[config.mk]
export PLATFORM = sky130hd
export DESIGN_NAME = sweep_sequencer
export DESIGN_NICKNAME = d
export VERILOG_FILES = /design/src/rtl/sweep_sequencer.sv
export SDC_FILE = /design/constraint.sdc
export NUM_CORES = 1
export LEC_CHECK = 0
export CORE_UTILIZATION = 52
export CTS_BUF_LIST = sky130_fd_sc_hd__clkbuf_8
export CTS_CLUSTER_DIAMETER = 50
export DETAILED_ROUTE_END_ITERATION = 6
export GPL_TIMING_DRIVEN = 1
export PLACE_DENSITY = 0.79
export SLEW_MARGIN = 10
export SYNTH_ARGS = -nofsm -noshare
export SYNTH_HDL_FRONTEND = slang
export SYNTH_SLANG_ARGS = --single-unit
[constraint.sdc]
create_clock -name CLK -period 2.95 [get_ports CLK]
set_clock_uncertainty 0.2 [all_clocks]
set_input_delay 0.4425 -clock CLK [delete_from_list [all_inputs] [get_ports CLK]]
set_output_delay 0.4425 -clock CLK [all_outputs]
set_load 0.01 [all_outputs]
[src/rtl/sweep_sequencer.sv]
// Two-axis servo sweep: scans H then V, returns to the brightest position on each axis.
// Optional ABORT input is enabled by defining SWEEP_SEQUENCER_ABORT_EN.
module sweep_sequencer #(
  parameter int H_STEPS      = 16,
  parameter int V_STEPS      = 8,
  parameter int SETTLE_TICKS = 2
) (
  input  logic        CLK,
  input  logic        RST,
  input  logic        TICK,
  input  logic        START,
  input  logic [11:0] V_IN,
  input  logic        V_VALID,
`ifdef SWEEP_SEQUENCER_ABORT_EN
  input  logic        ABORT,
`endif
  output logic        STEP_L,
  output logic        STEP_R,
  output logic        STEP_U,
  output logic        STEP_D,
  output logic [11:0] MAX_V,
  output logic [7:0]  BEST_H,
  output logic [7:0]  BEST_V,
  output logic        BUSY,
  output logic        DONE,
  output logic [2:0]  STAT
);

  localparam logic [2:0] S_IDLE   = 3'd0;
  localparam logic [2:0] S_HSWEEP = 3'd1;
  localparam logic [2:0] S_HRET   = 3'd2;
  localparam logic [2:0] S_VSWEEP = 3'd3;
  localparam logic [2:0] S_VRET   = 3'd4;
  localparam logic [2:0] S_DONE   = 3'd5;

  localparam logic [7:0] H_LAST    = 8'(H_STEPS - 1);
  localparam logic [7:0] V_LAST    = 8'(V_STEPS - 1);
  localparam logic [3:0] SETTLE_LD = 4'(SETTLE_TICKS);

  logic [2:0]  r_state;
  logic        r_busy;
  logic        r_done;
  logic [11:0] r_v_lat;
  logic [11:0] r_max_v;
  logic [7:0]  r_best_h;
  logic [7:0]  r_best_v;
  logic [7:0]  r_h_pos;
  logic [7:0]  r_v_pos;
  logic [3:0]  r_settle;
  logic        r_step_l;
  logic        r_step_r;
  logic        r_step_u;
  logic        r_step_d;

  logic [2:0]  w_state_nxt;
  logic        w_busy_nxt;
  logic        w_done_nxt;
  logic        w_step_l_nxt;
  logic        w_step_r_nxt;
  logic        w_step_u_nxt;
  logic        w_step_d_nxt;
  logic        w_abort;
  logic        w_sample;
  logic        w_h_more;
  logic        w_v_more;
  logic        w_new_max;

`ifdef SWEEP_SEQUENCER_ABORT_EN
  assign w_abort = ABORT;
`else
  assign w_abort = 1'b0;
`endif

  // A sample TICK is one that arrives after the settle wait has fully elapsed.
  assign w_sample  = TICK && (r_settle == 4'd0);
  assign w_h_more  = (r_h_pos < H_LAST);
  assign w_v_more  = (r_v_pos < V_LAST);
  assign w_new_max = (r_v_lat > r_max_v);

  // State register with registered status flags.
  always_ff @(posedge CLK) begin
    if (RST) begin
      r_state <= S_IDLE;
      r_busy  <= 1'b0;
      r_done  <= 1'b0;
    end else begin
      r_state <= w_state_nxt;
      r_busy  <= w_busy_nxt;
      r_done  <= w_done_nxt;
    end
  end

  // Next-state decision.
  always_comb begin
    w_state_nxt = r_state;
    if (w_abort) begin
      w_state_nxt = S_IDLE;
    end else begin
      case (r_state)
        S_IDLE, S_DONE: begin
          if (START) w_state_nxt = S_HSWEEP;
          else       w_state_nxt = r_state;
        end
        S_HSWEEP: begin
          if (w_sample && !w_h_more) w_state_nxt = S_HRET;
          else                       w_state_nxt = S_HSWEEP;
        end
        S_HRET: begin
          if (TICK && (r_h_pos == r_best_h)) w_state_nxt = S_VSWEEP;
          else                               w_state_nxt = S_HRET;
        end
        S_VSWEEP: begin
          if (w_sample && !w_v_more) w_state_nxt = S_VRET;
          else                       w_state_nxt = S_VSWEEP;
        end
        S_VRET: begin
          if (TICK && (r_v_pos == r_best_v)) w_state_nxt = S_DONE;
          else                               w_state_nxt = S_VRET;
        end
        default: w_state_nxt = S_IDLE;
      endcase
    end
  end

  // Output decode: status flags follow the next state, step pulses follow the deciding TICK.
  always_comb begin
    w_busy_nxt   = (w_state_nxt >= S_HSWEEP) && (w_state_nxt <= S_VRET);
    w_done_nxt   = (w_state_nxt == S_DONE);
    w_step_l_nxt = 1'b0;
    w_step_r_nxt = 1'b0;
    w_step_u_nxt = 1'b0;
    w_step_d_nxt = 1'b0;
    if (w_abort) begin
      w_step_l_nxt = 1'b0;
    end else begin
      case (r_state)
        S_HSWEEP: w_step_r_nxt = w_sample && w_h_more;
        S_HRET:   w_step_l_nxt = TICK && (r_h_pos != r_best_h);
        S_VSWEEP: w_step_u_nxt = w_sample && w_v_more;
        S_VRET:   w_step_d_nxt = TICK && (r_v_pos != r_best_v);
        default:  w_step_l_nxt = 1'b0;
      endcase
    end
  end

  // Datapath: voltage latch, peak tracking, position counters and settle timer.
  always_ff @(posedge CLK) begin
    if (RST) begin
      r_v_lat  <= 12'd0;
      r_max_v  <= 12'd0;
      r_best_h <= 8'd0;
      r_best_v <= 8'd0;
      r_h_pos  <= 8'd0;
      r_v_pos  <= 8'd0;
      r_settle <= 4'd0;
      r_step_l <= 1'b0;
      r_step_r <= 1'b0;
      r_step_u <= 1'b0;
      r_step_d <= 1'b0;
    end else begin
      if (V_VALID) r_v_lat <= V_IN;
      r_step_l <= w_step_l_nxt;
      r_step_r <= w_step_r_nxt;
      r_step_u <= w_step_u_nxt;
      r_step_d <= w_step_d_nxt;
      if (!w_abort) begin
        case (r_state)
          S_IDLE, S_DONE: begin
            if (START) begin
              r_max_v  <= 12'd0;
              r_best_h <= 8'd0;
              r_best_v <= 8'd0;
              r_h_pos  <= 8'd0;
              r_v_pos  <= 8'd0;
              r_settle <= SETTLE_LD;
            end
          end
          S_HSWEEP, S_VSWEEP: begin
            if (TICK && (r_settle != 4'd0)) begin
              r_settle <= r_settle - 4'd1;
            end else if (w_sample) begin
              // Strict compare: the first position to reach a value keeps it.
              if (w_new_max) begin
                r_max_v <= r_v_lat;
                if (r_state == S_HSWEEP) r_best_h <= r_h_pos;
                else                     r_best_v <= r_v_pos;
              end
              if (w_step_r_nxt) begin
                r_h_pos  <= r_h_pos + 8'd1;
                r_settle <= SETTLE_LD;
              end
              if (w_step_u_nxt) begin
                r_v_pos  <= r_v_pos + 8'd1;
                r_settle <= SETTLE_LD;
              end
            end
          end
          S_HRET: begin
            if (w_step_l_nxt)  r_h_pos  <= r_h_pos - 8'd1;
            else if (TICK)     r_settle <= SETTLE_LD;
          end
          S_VRET: begin
            if (w_step_d_nxt)  r_v_pos  <= r_v_pos - 8'd1;
          end
          default: r_settle <= r_settle;
        endcase
      end
    end
  end

  assign STEP_L = r_step_l;
  assign STEP_R = r_step_r;
  assign STEP_U = r_step_u;
  assign STEP_D = r_step_d;
  assign MAX_V  = r_max_v;
  assign BEST_H = r_best_h;
  assign BEST_V = r_best_v;
  assign BUSY   = r_busy;
  assign DONE   = r_done;
  assign STAT   = r_state;

endmodule

* Word-level counts from Yosys, hierarchy flattened
Index checks and enable logic that the tools add are counted.
Word-level totals: word-level logic and storage cells 119, register bits after elaboration 69, output and inout port bits 37
Operators by class: order comparisons 5, muxes and demuxes 44, $add $sub $neg 5, reductions and logical operators 27, equality and inequality tests 24
Operator list (number):
- 2-to-1 mux 8 bit | 17
- 2-to-1 mux 12 bit | 4
- case mux 8 bit (3 select lines) | 2
- case mux 8 bit (2 select lines) | 2
- AND reduction 6 bit | 5
- 2-to-1 mux 4 bit | 7
- != test 2 bit, second input constant | 12
- case mux 12 bit (2 select lines) | 1
- adder 8 x 1 -> 8 bit, second input constant | 2
- == test 8 bit | 2
- != test 8 bit | 2
- subtractor 8 x 1 -> 8 bit, second input constant | 2
- case mux 3 bit (5 select lines) | 1
- greater-than comparator 12 bit | 1
- case mux 4 bit (3 select lines) | 1
- logical AND 1 bit | 11
- == test 3 bit, second input constant | 3
- < comparator 8 x 3 -> 1 bit, second input constant | 1
- < comparator 8 x 4 -> 1 bit, second input constant | 1
- == test 3 x 2 -> 1 bit, second input constant | 2
- 2-to-1 mux 1 bit | 6
- 2-to-1 mux 3 bit | 2
- nonzero test 3 bit | 2
- AND reduction 5 bit | 1
- 13 further kinds | 15

* Longest topological paths before layout
Gate-level depths: netlist of the first run.
depth after elaboration 9, mapped depth 11, mapped depth without buffers 10

* Least setup slack after synthesis of the first run
No wires, ideal clock.
path type reg2reg, from register r_state[2] (netlist: STAT[2]), to register r_v_pos[7], setup time 91 ps, data required time 2659 ps, clock period less this slack 3060 ps, slack -110 ps, data arrival time 2769 ps, cell stages (with the launch flop) 12, cell sequence dfxtp_1 -> buf_2 -> inv_1 -> or3_1 -> inv_1 -> ha_1 -> a21oi_1 -> o211ai_1 -> o41ai_1 -> mux2i_1 -> a21oi_1 -> a311oi_1
On the way: cells in the longest elaborated chain, start to end 4, elaborated cells on any way between the ends 17
Ends and longest elaborated chain:
- start: declaration | line 40 | logic [2:0] r_state;
- start signal: assignment | line 87 | r_state <= w_state_nxt;
- == test 3 bit (tied with other cells) | line 136, 167
- 2-to-1 mux 1 bit or OR reduction 2 bit (tied branches) | line 136, 167
- != test 2 bit (no source line) or nonzero test 3 bit (tied branches)
- AND reduction 6 bit (no source line)
- end signal: assignment | line 193 | r_v_pos <= r_v_pos + 8'd1;
- end signal: assignment | line 203 | if (w_step_d_nxt) r_v_pos <= r_v_pos - 8'd1;
- end: declaration | line 48 | logic [7:0] r_v_pos;
Parallel ways exist; a longest one is shown, timed or not. A chain may end at the register's enable or synchronous reset.

* Worst setup path in the final report of the first run
Ends and elaborated chain as after synthesis.

==> results of run 1 <==
-- power groups by stage --
stage	clock (uW)	combinational, uW	sequential, uW
CTS	719	310	971
global placement	0	301	991
global route	765	348	974
finish	707	318	972
floorplan	0	202	989
detailed placement	0	308	992
-- per-stage QoR --
step	util [%]	power, uW	area, um2
2_1_floorplan	-	1190	3990
6_report	66.3	2000	4860
3_3_place_gp	63.5	1290	4660
5_1_grt	66.3	2090	4860
4_1_cts	66.0	2000	4840
3_5_place_dp	63.5	1300	4660
-- sequential cells by signal (all words and copies together), names as in the netlist --
register / flops
r_v_pos: 8
STEP_L: 1
BUSY: 1
STEP_U: 1
MAX_V: 12
r_settle: 4
STAT: 3
DONE: 1
BEST_V: 8
BEST_H: 8
r_h_pos: 8
STEP_D: 1
STEP_R: 1
r_v_lat: 12
-- final cells by class --
type,instances,area (um2),share of cell area [%]
inverter,37,139,2.86
sequential,69,1380,28.4
clock buffer,12,165,3.40
multi-input combinational,332,2390,49.1
tap,99,124,2.55
clock inverter,3,12.5,0.257
timing repair buffer,70,653,13.4
-- final timing paths --
path	start	to	cells past startpoint
max reg2reg	STAT[2]	r_v_pos[7]	10
min reg2reg	MAX_V[3]	MAX_V[3]	2
max	STAT[2]	r_v_pos[7]	10
min	MAX_V[3]	MAX_V[3]	2
-- cells by family after synthesis --
| logic type | synth area share [%] |
|---|---|
| simple gates | 18.7 |
| fa+ha+maj | 9.18 |
| buf+inv | 6.00 |
| mux | 5.03 |
| compound gates | 21.6 |
| flops | 34.7 |
| xor+xnor | 4.84 |
-- worst register-to-register path, cell delays in order, from the launching register on --
cell and delay [ns]:
dfxtp_1 0.34, inv_1 0.10, or3_4 0.37, inv_2 0.13
ha_1 0.26, a21oi_2 0.19, o211ai_1 0.18, o41ai_2 0.44
mux2i_1 0.24, a21oi_1 0.08, a311oi_1 0.24
-- routing by layer --
| layer | GRT usage, % | share of wire [%] | up-vias | routed length [um] |
|---|---|---|---|---|
| met3 | 7.02 | 6.1 | 17 | 607 |
| met2 | 40.2 | 48 | 134 | 4780 |
| met1 | 35.1 | 44 | 1752 | 4340 |
| met5 | 0 | 0 | - | 0 |
| li1 | - | - | 1801 | - |
| met4 | 10.7 | 1.8 | 0 | 178 |
-- cells in the mapped netlist, types with 10 or more instances --
master,instances
ha_1,26
nand4_1,28
inv_1,37
mux2i_1,20
dfxtp_1,69
nand2b_1,14
a21oi_1,42
o21ai_0,27
clkbuf_1,18
xor2_1,10
nor2_1,43
xnor2_1,12
-- what timing repair did --
item | in CTS | in global routing
hold buffers | 0 | 0
endpoints found under the setup margin | 0 | 4
gates resized for setup | 0 | 5
setup buffers | 0 | 1
==> results_dict.tcl, run 1 <==
set metrics [dict create \
    area_growth_pct 22.1 \
    setup_slack_ns 0.0995 \
    diodes 0 \
    synth.top_cell.area_share_pct 34.7 \
    place_inst 606 \
    status "completed" \
    die-area_um2 8010 \
    detail_route.first_pass.iterations 5 \
    worstSkewPairLatency_ns 0.34 \
    nets 564 \
    crit_buf_inv 2 \
    hold_slack_ns 0.296 \
    ys.flop_type "dfxtp_1" \
    finalMaxSlewViolations 0 \
    cts_buffers 9 \
    arrival_ns 2.90 \
    cts.path.max_buffers 2 \
    port-buffer-count 53 \
    layout-drive-gt1-share_pct 9.75 \
    final_hold_viol_count 0 \
    slowest_stage "o41ai_2" \
    via_count 3704 \
    postSynthAreaPerCell_um2 8.60 \
    fmax_mhz 351 \
    yosys_register_bits 69 \
    r2r_slack_ns 0.1 \
    totalWireLength_um 9900 \
    start_util_pct 54.3 \
    antenna_left 0 \
    htree_levels 3 \
    worstPathCellList "inv_1 -> or3_4 -> inv_2 -> ha_1 -> a21oi_2 -> o211ai_1 -> o41ai_2 -> mux2i_1 -> a21oi_1 -> a311oi_1" \
    grt_usage_pct 26.3 \
    synth_largest_area_cell "dfxtp_1" \
    startpoint_type "flop" \
    hold_class "reg2reg" \
    yosysSeqAreaShare_pct 34.7 \
    final_common_cell "dfxtp_1" \
    critPathTopFamily "compound AO/OA/AOI/OAI gates" \
    combinationalPowerShare_pct 15.9 \
    setup_viol 0 \
    gp_congestion 0.928 \
    die_h_um 89.5 \
    tightest_slew_ns 0.821 \
    synth_fp_nets 508 \
    p_sw_share_pct 28.0 \
    drv_cap 0 \
    final.setup.tns_ns 0 \
    grt_start_max_net_pins 39 \
    dp_hpwl_um 6940 \
    drtIter0Drc 254 \
    clkTransAtPathRegs_ns 0.07 \
    cts_root_buffer "clkbuf_8" \
    grt_pass1_wl_um 16200 \
    ys_warn_count 0 \
    end_kind "flop" \
    dp_worst_setup_slack_ns 0.107 \
    synth_edf_count 0 \
    peakVddDrop_mv 0.234 \
    relSlewSlack_pct 44.8 \
    io_pins 54 \
    postSynthCellCount 463 \
    synth.area.top_cells "dfxtp_1 35%, ha_1 8.2%, a21oi_1 5.3%, mux2i_1 5.0%, nand4_1 4.4%" \
    fillers 580 \
    slowest_delay_ns 0.44 \
    drt-vias-per-instance 5.95 \
    wl_per_cell_um 15.9 \
    layout_common_cells "68 x dfxtp_1, 52 x clkdlybuf4s50_1, 43 x nor2_1" \
    synthDistinctLibCells 60 \
    drc_errors 0 \
    powerDensity_nw_per_um2 411 \
    antenna_found_initial 0 \
    clkPwrFrac_pct 35.4 \
    min_period_ns 2.85 \
    synth_area_um2 3980 \
    required_ns 3.00 \
    cts_sinks 69 \
    overflow 0 \
    critPathMaxFanout 6 \
    die_w_um 89.5 \
    fin_cells 622 \
    rows 31 \
    async_flop_share_pct 0 \
    fp.coreArea_um2 7330 \
    path_class "reg2reg" \
    min_period_over_period_pct 96.6 \
    seq_power_share_pct 48.7 \
    grt_pass1_vias 3454 \
    tritoncts "built" \
    power.internal_uw 1440 \
    leakage_uw 0.00194 \
    netSwitchingPower_uw 559 \
]
No activity file was read; power rests on OpenSTA's default activity.
==> run 2: changes to the inputs <==
--- a/config.mk
+++ b/config.mk
@@ -5,12 +5,13 @@
 export SDC_FILE = /design/constraint.sdc
 export NUM_CORES = 1
 export LEC_CHECK = 0
-export CORE_UTILIZATION = 52
+export ABC_CLOCK_PERIOD_IN_PS = 2950
+export CORE_UTILIZATION = 26
 export CTS_BUF_LIST = sky130_fd_sc_hd__clkbuf_8
 export CTS_CLUSTER_DIAMETER = 50
 export DETAILED_ROUTE_END_ITERATION = 6
 export GPL_TIMING_DRIVEN = 1
-export PLACE_DENSITY = 0.79
+export SKIP_CTS_REPAIR_TIMING = 1
 export SLEW_MARGIN = 10
 export SYNTH_ARGS = -nofsm -noshare
 export SYNTH_HDL_FRONTEND = slang
==> run 2 against run 1 <==
Critical path type unchanged. First-iteration DRC count down 35%. Sequential power about the same. Maximum frequency up 1.0%. Global-route usage down 12 points. Sequential cell count unchanged. Core utilization down 32 points. Die area up 97%. Register-to-register slack better by 0.03 ns.
==> results_dict.tcl, run 2 (same netlist as run 1, synthesis figures left out) <==
set metrics [dict create \
    wl_per_cell_um 14.8 \
    critPathMaxFanout 9 \
    worstSkewPairLatency_ns 0.36 \
    nets 568 \
    port-buffer-count 53 \
    setup_slack_ns 0.128 \
    fin_cells 712 \
    cts_sinks 69 \
    layout_common_cells "68 x dfxtp_1, 52 x clkdlybuf4s50_1, 43 x nor2_1" \
    grt_pass1_vias 3521 \
    antenna_found_initial 0 \
    dp_hpwl_um 7790 \
    arrival_ns 2.88 \
    drt-vias-per-instance 5.04 \
    diodes 0 \
    relSlewSlack_pct 46.4 \
    detail_route.first_pass.iterations 4 \
    min_period_ns 2.82 \
    cts_buffers 9 \
    place_area_um2 4790 \
    cts.path.max_buffers 2 \
    grt_pass1_wl_um 17600 \
    via_count 3589 \
    layout-drive-gt1-share_pct 10.6 \
    hold_class "reg2reg" \
    cts_root_buffer "clkbuf_8" \
    fp.coreArea_um2 14800 \
    drv_cap 0 \
    final_common_cell "dfxtp_1" \
    hold_slack_ns 0.296 \
    required_ns 3.01 \
    setup_viol 0 \
    grt_start_max_net_pins 37 \
    drtIter0Drc 164 \
    grt_usage_pct 14.0 \
    end_kind "flop" \
    min_period_over_period_pct 95.7 \
    antenna_left 0 \
    startpoint_type "flop" \
    die_w_um 126 \
    finalPower_uw 2090 \
    powerDensity_nw_per_um2 417 \
    fin_area_um2 5020 \
    finalMaxSlewViolations 0 \
    rows 44 \
    die_h_um 126 \
    totalWireLength_um 10500 \
    peakVddDrop_mv 0.225 \
    dp_worst_setup_slack_ns 0.0125 \
    leakage_uw 0.00196 \
    path_class "reg2reg" \
    start_util_pct 27.0 \
    tritoncts "built" \
    die-area_um2 15800 \
    area_growth_pct 26.1 \
    clkTransAtPathRegs_ns 0.08 \
    place_inst 695 \
    gp_congestion 0.845 \
    drc_errors 0 \
    status "completed" \
    htree_levels 3 \
    tightest_slew_ns 0.802 \
    final_hold_viol_count 0 \
    fmax_mhz 354 \
    overflow 0 \
    io_pins 54 \
]
run 2: cell count changes in the layout (fill, tap and decap cells not counted), sizes merged:
cell / before / now
bufinv: 0 / 1
clkbuf: 12 / 10
inv: 39 / 38
clkinv: 1 / 3
buf: 18 / 22
clkinvlp: 0 / 1
run 2: worst paths after layout:
| path | startpoint | endpoint | slack (ns) | depth (start not counted) |
|---|---|---|---|---|
| max | STAT[0] | r_v_pos[7] | 0.13 | 9 |
| min | MAX_V[10] | MAX_V[10] | 0.30 | 2 |
| max reg2reg | STAT[0] | r_v_pos[7] | 0.13 | 9 |
| min reg2reg | MAX_V[10] | MAX_V[10] | 0.30 | 2 |
run 2: report_power, final:
| group | internal [uW] | leakage, uW | switching, uW |
|---|---|---|---|
| Sequential | 952 | 0.000560 | 20.4 |
| Combinational | 129 | 0.00129 | 193 |
| Clock | 412 | 0.000104 | 387 |
| Total | 1490 | 0.00196 | 600 |
run 2: cell type report:
type / instances / area [um2]
inverters: 37 / 141
well taps: 184 / 230
clock inverters: 6 / 63.8
flip-flops and latches: 69 / 1380
fillers: 1543 / 9730
clock buffers: 10 / 138
multi-input cells: 332 / 2380
repair buffers: 74 / 683
run 2: metal layers:
metal | vias up | routed length [um] | track usage [%]
met5 | - | 0 | 0
met4 | 0 | 240 | 6.87
met3 | 18 | 285 | 2.21
met2 | 64 | 4970 | 23.5
met1 | 1701 | 5030 | 17.6
li1 | 1806 | - | -
run 2: worst max-delay path, cell delays in order, from the launching register on:
cell and delay (ns):
dfxtp_2 0.37, or3_4 0.43, inv_4 0.12, ha_1 0.24, a21oi_1 0.18, o211ai_1 0.16, o41ai_2 0.42, mux2i_1 0.22
a21oi_1 0.09, a311oi_1 0.28
run 2: stage by stage:
step	utilization [%]	TNS, ns
floorplan	-	0
global placement	32.5	0
detailed placement	32.5	0
CTS	33.9	-0.0570
global route	34.0	-0.000810
finish	34.0	0
==> run 3: changes to the inputs <==
--- a/config.mk
+++ b/config.mk
@@ -6,6 +6,7 @@
 export NUM_CORES = 1
 export LEC_CHECK = 0
 export ABC_CLOCK_PERIOD_IN_PS = 2950
+export CAP_MARGIN = 5
 export CORE_UTILIZATION = 26
 export CTS_BUF_LIST = sky130_fd_sc_hd__clkbuf_8
 export CTS_CLUSTER_DIAMETER = 50
==> results of run 3 <==
The final DEF is identical to that of run 2; final timing and power are the same.
==> patch, RTL diff (settings of run 1) <==
Change the parameter `V_STEPS` from 8 to 6.
--- a/src/rtl/sweep_sequencer.sv
+++ b/src/rtl/sweep_sequencer.sv
@@ -2,7 +2,7 @@
 // Optional ABORT input is enabled by defining SWEEP_SEQUENCER_ABORT_EN.
 module sweep_sequencer #(
   parameter int H_STEPS      = 16,
-  parameter int V_STEPS      = 8,
+  parameter int V_STEPS      = 6,
   parameter int SETTLE_TICKS = 2
 ) (
   input  logic        CLK,
Formal check against the unedited RTL: same outputs for any inputs over 4 cycles, from zero or initial values and one cycle with RST high; that may be too few to reach the edited logic, so the function may still have changed.
==> patch against run 1 <==
Wire length up 1.6%; final area down 0.98%; area after synthesis up 0.16%; power up 3.2%; synthesized cell count up 0.43%; worst setup slack better by 30 ps; sequential cell count unchanged; non-clock buffer count down 3; highest routed layer unchanged.
==> patch: results <==
[route]
drt_iter0_drc = 226
met1Wirelength_um = 4400
route.met2.wl_um = 4860
routed_via_density = 6.00
maxUsedRoutingLayer = "met4"
wl_per_cell_um = 16.2
first_pass_iters = 5
met3WireLength_um = 576

[pwr]
switchingPower_mw = 0.599
power_leakage_nw = 1.83
vdd_ir_drop_max_v = 0.000279

[final_layout]
fillCellCount = 613
final_nets = 562
drive_above_1_share_pct = 8.83
antenna_cells = 0

[worst_hold_path]
hp-start = "MAX_V[1]"
hold_path.class = "reg2reg"
hold_depth = 2
holdPathEnd = "MAX_V[1]"

[sta]
slew_headroom_pct = 37.8
setup_viol = 0
timing.final.max_slew_violations = 0
fin_hold_ws_ps = 297

[clock_tree]
cts_setup_buffers = 0
cts_root_buf = "clkbuf_8"
cts_buffers = 9
cts-resized-gates = 0
clockBufferDepth = 2
worst_skew_pair.late_latency_ps = 360
htree_levels = 3
cts.clk_slew.worst_paths_ps = 80
clock_sinks = 69

[placement]
port_buffers = 53
dp_hpwl_um = 6960
routabilityCongestion = 0.923

[yosys]
yosys_warnings = 0
yosysSeqAreaShare_pct = 34.6
syn_nets = 510
synth-async-reset-ratio_pct = 0
synth_cell_type_count = 59
ys.flop_type = "dfxtp_1"
synthTopCellsByArea = "dfxtp_1, ha_1, a21oi_1, mux2i_1, nand4_1"
synthTopCellsByCount = "dfxtp_1, nor2_1, a21oi_1"

[global_routing]
grt_max_degree = 42
grt_pass1_wl_um = 16200
grt_antenna_before_repair = 0
grt_pass1_vias = 3499
grt_usage_pct = 26.4

[critical_path]
timing.rr.start = "STAT[2]"
reg2reg_to = "r_v_pos[7]"
worstPathArrival_ps = 2890
rr_worst_depth = 11
cp_max_fo = 9
reg2reg_slack_ps = 130

[status]
status = "finished, final reports clean"
## patch: changes by cell type after synthesis, moves of 4 or more
cell / run 1 / this run
xor2_1: 10 / 2
clkbuf_1: 18 / 10
xnor2_1: 12 / 20
inv_1: 37 / 33
## patch: stage by stage
| step | power (mW) | std cells | setup TNS (ps) | worst slack (ps) | cell area (µm²) |
|---|---|---|---|---|---|
| 2_1_floorplan | 1.21 | 465 | 0 | 102 | 3990 |
| 3_3_place_gp | 1.30 | 605 | 0 | 280 | 4620 |
| 3_5_place_dp | 1.30 | 605 | 0 | 197 | 4620 |
| 4_1_cts | 2.06 | 620 | 0 | 168 | 4810 |
| 5_1_grt | 2.13 | 620 | -40.4 | -40.4 | 4810 |
| 6_report | 2.06 | 620 | 0 | 130 | 4810 |
## patch: final cells by class
cell class / instances / area [µm²] / share of cell area (%)
timing repair buffer: 67 / 643 / 13.4
sequential: 69 / 1380 / 28.7
tap: 99 / 124 / 2.57
clock buffer: 9 / 124 / 2.57
clock inverter: 6 / 63.8 / 1.33
multi-input combinational: 335 / 2350 / 48.8
inverter: 35 / 131 / 2.73
## patch: kinds of logic (layout without fill, tap and decap cells)
group | Yosys count | count (layout) | share of synthesized area (%)
DFF | 69 | 69 | 34.6
xor gates and xnor gates | 22 | 22 | 4.83
muxes | 21 | 21 | 5.30
adders and majority gates | 28 | 28 | 9.16
buffers and inverters | 61 | 117 | 6.75
and+or+nand+nor | 135 | 135 | 18.2
AOI/OAI and AO/OA | 129 | 129 | 21.1
## patch: layer usage
layer | global-route usage, % | vias to the layer above
li1 | - | 1794
met1 | 34.3 | 1751
met2 | 44.0 | 149
met3 | 3.29 | 23
met4 | 12.1 | 0
met5 | 0 | -
## patch: power by group through the flow
stage	Combinational (mW)	Sequential, mW	Clock (mW)
after detailed placement	0.310	0.995	0
after global placement	0.303	0.993	0
after CTS	0.312	0.973	0.777
final	0.316	0.973	0.772
after floorplan	0.218	0.990	0
after global routing	0.345	0.976	0.811
## patch: how the worst max path moves through the flow
stage                     slack, ps  startpoint          to
final                           130     STAT[2]  r_v_pos[7]
after global routing            -40     STAT[2]  r_v_pos[7]
after CTS                       170     STAT[2]  r_v_pos[7]
after detailed placement        200     STAT[2]  r_v_pos[7]
after global placement          280     STAT[2]  r_v_pos[7]
after floorplan                 100     STAT[0]  r_h_pos[7]
## patch: critical path: stages, from the launching register on
cell	delay, ps
dfxtp_1	350
inv_2	80
or3_4	370
inv_2	170
ha_1	260
a21oi_1	190
o211ai_1	180
o41ai_2	260
buf_4	180
mux2i_1	180
a21oi_1	80
a311oi_1	240
